$ cat src/rtl/pixel_stream_controller.sv
// Streams a composed RGB image out of DataMemory: three vector reads (R, G, B planes)
// per group of four pixels, then four pixels on a valid/ready stream.
module pixel_stream_controller #(
  parameter int unsigned PIXELS = 40000,
  parameter int unsigned R_BASE = 0,
  parameter int unsigned G_BASE = 40000,
  parameter int unsigned B_BASE = 80000
) (
  input  logic         clk,
  input  logic         rst,
  input  logic         start,
  output logic         busy,
  output logic         done,
  output logic         mem_own,
  output logic [127:0] mem_addr,
  output logic         mem_we,
  output logic         mem_vf,
  input  logic [127:0] mem_rd,
  output logic [23:0]  pix_data,
  output logic         pix_valid,
  input  logic         pix_ready,
  output logic         pix_last
);

  localparam int unsigned OFF_W = $clog2(PIXELS);

  typedef enum logic [2:0] {IDLE, RD_R, RD_G, RD_B, SEND, DONE} state_t;

  state_t           state_reg, state_next;
  logic [OFF_W-1:0] offset_reg, offset_next;
  logic [1:0]       lane_reg, lane_next;
  logic [7:0]       r_reg [4];
  logic [7:0]       g_reg [4];
  logic [7:0]       b_reg [4];
  logic [7:0]       r_next [4];
  logic [7:0]       g_next [4];
  logic [7:0]       b_next [4];

  logic             busy_next, done_next, own_next, valid_next, last_next;
  logic [31:0]      addr_next;
  logic [23:0]      data_next;

  // Only the low byte of each 32-bit lane carries a pixel component.
  logic [7:0]       rd_lane [4];
  logic [23:0]      rd_pad [4];
  logic             unused_rd_pad;

  for (genvar gi = 0; gi < 4; gi++) begin : g_lane
    assign rd_lane[gi] = mem_rd[32*gi +: 8];
    assign rd_pad[gi]  = mem_rd[32*gi+8 +: 24];
  end
  assign unused_rd_pad = ^{rd_pad[0], rd_pad[1], rd_pad[2], rd_pad[3]};

  assign mem_we = 1'b0;

  always_comb begin
    state_next  = state_reg;
    offset_next = offset_reg;
    lane_next   = lane_reg;
    r_next      = r_reg;
    g_next      = g_reg;
    b_next      = b_reg;
    unique case (state_reg)
      IDLE: begin
        if (start) begin
          state_next  = RD_R;
          offset_next = '0;
          lane_next   = 2'd0;
        end
      end
      RD_R: begin
        for (int i = 0; i < 4; i++) r_next[i] = rd_lane[i];
        state_next = RD_G;
      end
      RD_G: begin
        for (int i = 0; i < 4; i++) g_next[i] = rd_lane[i];
        state_next = RD_B;
      end
      RD_B: begin
        for (int i = 0; i < 4; i++) b_next[i] = rd_lane[i];
        state_next = SEND;
        lane_next  = 2'd0;
      end
      SEND: begin
        if (pix_ready) begin
          if (lane_reg != 2'd3) begin
            lane_next = lane_reg + 2'd1;
          end else if ((32'(offset_reg) + 32'd4) == PIXELS) begin
            state_next = DONE;
          end else begin
            offset_next = offset_reg + OFF_W'(4);
            state_next  = RD_R;
          end
        end
      end
      DONE: state_next = IDLE;
      default: state_next = IDLE;
    endcase
  end

  // Outputs are derived from the next-state values so they come straight out of flops.
  always_comb begin
    busy_next = (state_next != IDLE);
    done_next = (state_next == DONE);
    own_next  = (state_next == RD_R) || (state_next == RD_G) ||
                (state_next == RD_B) || (state_next == SEND);
    case (state_next)
      RD_R:    addr_next = R_BASE + 32'(offset_next);
      RD_G:    addr_next = G_BASE + 32'(offset_next);
      RD_B:    addr_next = B_BASE + 32'(offset_next);
      default: addr_next = 32'd0;
    endcase
    valid_next = (state_next == SEND);
    last_next  = valid_next && (lane_next == 2'd3) &&
                 ((32'(offset_next) + 32'd4) == PIXELS);
    data_next  = pix_data;
    if (valid_next) begin
      data_next = {r_next[lane_next], g_next[lane_next], b_next[lane_next]};
    end
  end

  always_ff @(posedge clk or posedge rst) begin
    if (rst) begin
      state_reg  <= IDLE;
      offset_reg <= '0;
      lane_reg   <= 2'd0;
      for (int i = 0; i < 4; i++) begin
        r_reg[i] <= 8'd0;
        g_reg[i] <= 8'd0;
        b_reg[i] <= 8'd0;
      end
      busy      <= 1'b0;
      done      <= 1'b0;
      mem_own   <= 1'b0;
      mem_vf    <= 1'b0;
      mem_addr  <= '0;
      pix_valid <= 1'b0;
      pix_last  <= 1'b0;
      pix_data  <= 24'd0;
    end else begin
      state_reg  <= state_next;
      offset_reg <= offset_next;
      lane_reg   <= lane_next;
      r_reg      <= r_next;
      g_reg      <= g_next;
      b_reg      <= b_next;
      busy       <= busy_next;
      done       <= done_next;
      mem_own    <= own_next;
      mem_vf     <= own_next;
      mem_addr   <= {96'd0, addr_next};
      pix_valid  <= valid_next;
      pix_last   <= last_next;
      pix_data   <= data_next;
    end
  end

endmodule

$ cat config.mk
export PLATFORM = sky130hd
export DESIGN_NAME = pixel_stream_controller
export DESIGN_NICKNAME = d
export VERILOG_FILES = /design/src/rtl/pixel_stream_controller.sv
export SDC_FILE = /design/constraint.sdc
export NUM_CORES = 1
export LEC_CHECK = 0
export ABC_CLOCK_PERIOD_IN_PS = 8100
export CORE_MARGIN = 1
export CORE_UTILIZATION = 47
export DETAILED_ROUTE_END_ITERATION = 6
export PLACE_DENSITY = 0.79
export SLEW_MARGIN = 30
export SYNTH_ARGS = -nofsm -noshare
export SYNTH_HDL_FRONTEND = slang
export SYNTH_SLANG_ARGS = --single-unit
$ cat constraint.sdc
create_clock -name clk -period 8.1 [get_ports clk]
set_clock_uncertainty 0.15 [all_clocks]
set_input_delay 1.62 -clock clk [delete_from_list [all_inputs] [get_ports clk]]
set_output_delay 1.62 -clock clk [all_outputs]
set_load 0.005 [all_outputs]
# == Word-level counts from Yosys, hierarchy flattened ==
# Cells that the tools add are included.
# totals
ff_bits,178
word_cells,77
output_inout_bits,159
# op_classes
eq_ne,13
n_lt_le_gt_ge,1
n_reduce_logical,7
bitwise,1
addsub,6
n_mux,27
# ops
operator,n
$mux 32,3
$mux 16,4
$pmux 18 s3,1
$bmux 8 s2,3
$mux 8,6
$add 16x3->17 const B,2
$eq 17x16->1 const B,2
$pmux 16 s2,1
$add 17x16->18 const A,1
$add 16x16->17 const A,1
$add 16x3->16 const B,1
$pmux 3 s5,1
$eq 3x2->1 const B,4
$mux 3,4
$eq 3x3->1 const B,3
$eq 3x1->1 const B,2
$mux 2,3
$pmux 2 s3,1
$ge 3x3->1 const B,1
$logic_not 3->1,1
$logic_or 1x1->1,3
$not 2->3,1
$reduce_bool 3->1,1
$add 2x1->2 const B,1
other kinds (3),4

# == Logic depth before layout (Yosys ltp) ==
# depth
ltp_word,10
ltp_mapped,14
mapped_depth_nobuf,13

# == Worst setup path before layout ==
# OpenSTA, ideal clock, no wires.
# synth_path
path_type,input to register
startpoint,input port pix_ready
endpoint,register mem_addr[14]
stages,8
required_time_ns,7.870
slack_ns,3.919
arrival_ns,3.950
path_cell_list,and3_1 -> nand2_1 -> o311ai_0 -> ha_1 -> nand3_1 -> a31o_2 -> mux2_2 -> o211ai_2
# synth_via
elab_chain_cells,4
elab_cells_between_ends,10
# synth_lines
item,line_no,rtl
from (decl),21,"input logic pix_ready,"
$mux 16 *,85,if (pix_ready) begin
$pmux 16 s2 *,63,unique case (state_reg)
via offset_next[7],30,"logic [OFF_W-1:0] offset_reg, offset_next;"
$add 17x16->18 or $add 16x16->17 (tied branches),"110, 109",
$pmux 18 s3 *,107,case (state_next)
via addr_next[14],40,logic [31:0] addr_next;
to (signal assigned),151,"mem_addr <= {96'd0, addr_next};"
to (decl),15,"output logic [127:0] mem_addr,"
# Mark *: on every way through the listed nets, which the timed path passes. The rest lies on a longest branch.
# A chain may end at the register's enable or synchronous reset.

# == Worst setup path after layout ==
# layout_path
startpoint,input port pix_ready
endpoint,register mem_addr[15]
# The elaborated chain is that of the path after synthesis.

==> flow_summary.yaml <==
critical_path:
  worstSetupStartpointType: "input pin"
  cp.arrival_ns: 5.00
  timing_worst_setup_path_type: "in -> reg"
  worstRegToRegCells: 12
  timing.critical_path.fanout_max: 18
  timing.critical_path.required_ns: 8.25
  reg2reg_to: "mem_addr[14]"
  r2r-start: "offset_reg[5]"
  cp_cell_sequence: "clkdlybuf4s50_1 > and3_1 > nand2_1 > o311ai_2 > ha_1 > o211ai_1 > o2111ai_1 > nor3b_1 > o221ai_1"
  crit_path_end_kind: "flip-flop"
  cp_slowest_cell: "sky130_fd_sc_hd__o311ai_2"
  slowest_delay_ns: 0.75
  worst-r2r-setup-slack_ns: 3.58
clock_network:
  post-cts-setup-buffer-count: 0
  cts.root.buffer_cell: "sky130_fd_sc_hd__clkbuf_16"
  cts-buffers-inserted: 17
  clock_tree_from_tritoncts: "built"
  buffers_from_clock_root_to_sink_at_most: 2
  cts_hold_repair.buffers: 0
  clk_transition_reported_paths_ns: 0.07
  clk_latency_ns: 0.43
  ctsResizeCount: 0
  cts_sinks: 164
  clock_tree.htree_level_count: 4
pwr:
  totalPowerFinal_w: 0.00346
  share_clk_of_total_power_pct: 23.3
  p_per_area_nw_per_um2: 345
  power_frac_seq_pct: 36.8
  power.static_leakage_nw: 4.87
  vdd_ir_drop_max_v: 0.000205
  p_int_w: 0.00219
  switchingPower_w: 0.00127
  comb_power_share_pct: 39.9
  power.switching_fraction_pct: 36.8
floorplanning:
  die-width_microns: 140
  die_height_microns: 140
  core_sq_um: 18600
  design.portCount: 291
  die-area_sq_um: 19600
  floorplan.rows: 50
  initial_utilization_pct: 47.9
min_path:
  min_path_cells: 2
  hold_path.class: "reg -> reg"
  hold_end: "b_reg[29]"
  min_from: "b_reg[29]"
synthesis:
  number_of_synthesized_flops_with_an_enable_pin: 0
  synth.yosys.seq_area_share_pct: 46.0
  synth_commonest_cells: "sky130_fd_sc_hd__nand2_1 (311), sky130_fd_sc_hd__dfrtp_1 (164), sky130_fd_sc_hd__buf_4 (118)"
  postSynth.asyncResetShare_pct: 100
  yosys.cell_types.count: 73
  ys_seq_elements: 164
  synth_top_cell_area_share_pct: 46.0
  ys_dominant_reg_cell: "sky130_fd_sc_hd__dfrtp_1"
  yosys_warnings: 0
  synth.most_common_cell: "sky130_fd_sc_hd__nand2_1"
  mappedNetlistArea_sq_um: 8930
  synth_area_per_cell_sq_um: 8.84
  synth_largest_area_cell: "sky130_fd_sc_hd__dfrtp_1"
  synthTopCellsByArea: "sky130_fd_sc_hd__dfrtp_1 (46%), sky130_fd_sc_hd__nand2_1 (13%), sky130_fd_sc_hd__buf_4 (9.9%)"
  postSynthCellCount: 1010
sta:
  timing.final.crit_period_ns: 4.85
  worstMarginPinSlew_ns: 1.01
  final_hold_viol_count: 0
  timing.fmax_mhz: 206
  rsz0062_at_grt: "no"
  slew_headroom_pct: 32.8
  slew_violations: 0
  fin_ws_ns: 3.25
  final_number_of_setup_violating_endpoints: 0
  final.setup.tns_ns: 0
  finalCritPeriodShare_pct: 59.9
cells_and_area:
  share_of_cells_above_drive_strength_1_pct: 8.76
  post-route-cell-area_sq_um: 10000
  fin_cells: 1311
  area_delta_synth_final_pct: 12.5
  fillers: 1666
  finalNetCount: 1198
detailed_routing:
  detailedRoute.firstIterationViolations: 551
  wl_per_cell_microns: 15.9
  route.detailed.drc: 0
  number_of_vias_after_detailed_routing: 6873
  wirelength_microns: 20800
  detail-route-antenna-nets: 0
  drt-pass1-iter-count: 5
  via_count_normalized_by_instance_count: 5.24
status:
  outcome: "completed"
placement:
  dp_hpwl_microns: 13900
  gp_routability_congestion: 0.901
  placement.setup.worst_slack_ns: 2.85
  port_buffers: 83
  detailed_place.area_sq_um: 9450
  placed_instance_count: 1277
global_routing:
  antenna_violations_before_repair: 4
  grt_first_pass_wirelength_microns: 33700
  globalRoute.totalOverflow: 0
  grt_max_degree: 95
  grt.total_usage_pct: 22.0
  first_global_vias: 6592
run:
  maxCapViolCount: 0
==> kinds of logic (layout without fill, tap and decap cells) <==
family | Yosys count | after routing | synth area share, %
other | 1 | 115 | 0.0420
XOR/XNOR | 16 | 16 | 1.57
multiplexers | 53 | 53 | 6.38
flip-flops | 164 | 164 | 46.0
buffers and inverters | 188 | 141 | 13.3
adder cells (fa/ha/maj) | 4 | 4 | 0.560
AO/OA/AOI/OAI | 148 | 148 | 10.9
AND/OR/NAND/NOR | 436 | 436 | 21.4
==> cells in the final DEF, fill, tap and decap left out, types with 5 or more instances in the layout <==
cell type,Yosys,routed
sky130_fd_sc_hd__nand2_1,311,310
sky130_fd_sc_hd__dfrtp_1,164,164
sky130_fd_sc_hd__conb_1,1,111
sky130_fd_sc_hd__clkdlybuf4s50_1,0,83
sky130_fd_sc_hd__a21oi_1,66,66
sky130_fd_sc_hd__nor2_1,47,47
sky130_fd_sc_hd__mux2_2,27,27
sky130_fd_sc_hd__mux2i_1,25,25
sky130_fd_sc_hd__o21ai_0,25,25
sky130_fd_sc_hd__nand3_1,20,20
sky130_fd_sc_hd__clkbuf_16,0,17
sky130_fd_sc_hd__inv_1,16,15
sky130_fd_sc_hd__xnor2_1,13,13
sky130_fd_sc_hd__buf_4,118,9
sky130_fd_sc_hd__o211ai_1,8,8
sky130_fd_sc_hd__nor4_1,7,7
sky130_fd_sc_hd__a31oi_1,6,6
sky130_fd_sc_hd__nor3_1,5,5
sky130_fd_sc_hd__o31a_1,5,5
==> metrics by stage <==
stage,utilization (%),hold WS (ns)
after global routing,53.8,0.333
after global placement,50.7,0.298
after CTS,53.8,0.322
final,53.9,0.321
after floorplan,-,0.286
after detailed placement,50.7,0.306
==> worst max path at each step <==
stage / startpoint / endpoint / slack [ns] / cells after the start
after floorplan: rst / b_reg[0] / 1.90 / 1
after global placement: pix_ready / mem_addr[14] / 2.95 / 11
after detailed placement: pix_ready / mem_addr[15] / 2.85 / 9
after CTS: pix_ready / mem_addr[15] / 3.31 / 9
after global routing: pix_ready / mem_addr[14] / 2.99 / 11
final: pix_ready / mem_addr[15] / 3.25 / 9
==> per-layer routing <==
layer	up-vias	global-route usage [%]	wire length [microns]
met3	26	6.19	1310
li1	3251	-	-
met5	-	0	0
met2	217	37.0	10500
met4	0	7.40	326
met1	3379	27.0	8710
==> power by group through the flow <==
stage	clock (W)	sequential [W]	combinational, W
5_1_grt	0.000852	0.00131	0.00154
4_1_cts	0.000815	0.00128	0.00138
2_1_floorplan	0	0.00126	0.000944
6_report	0.000805	0.00127	0.00138
3_5_place_dp	0	0.00129	0.00137
3_3_place_gp	0	0.00128	0.00133
==> cell type report <==
| type | count | area, sq um | share of cell area [%] |
|---|---|---|---|
| clock buffer | 20 | 457 | 4.55 |
| timing repair buffer | 93 | 910 | 9.06 |
| sequential | 164 | 4100 | 40.9 |
| antenna | 4 | 10.0 | 0.0997 |
| clock inverter | 10 | 125 | 1.25 |
| tap | 234 | 293 | 2.92 |
| inverter | 18 | 73.8 | 0.735 |
| multi-input combinational | 768 | 4070 | 40.5 |
==> critical path: cells and delay by family <==
kind | cells | cell delay [ns]
compound gates | 4 | 1.48
fa+ha+maj | 1 | 0.34
buf+inv | 1 | 0.58
simple gates | 3 | 0.97
(Power assumes the default switching activity.)
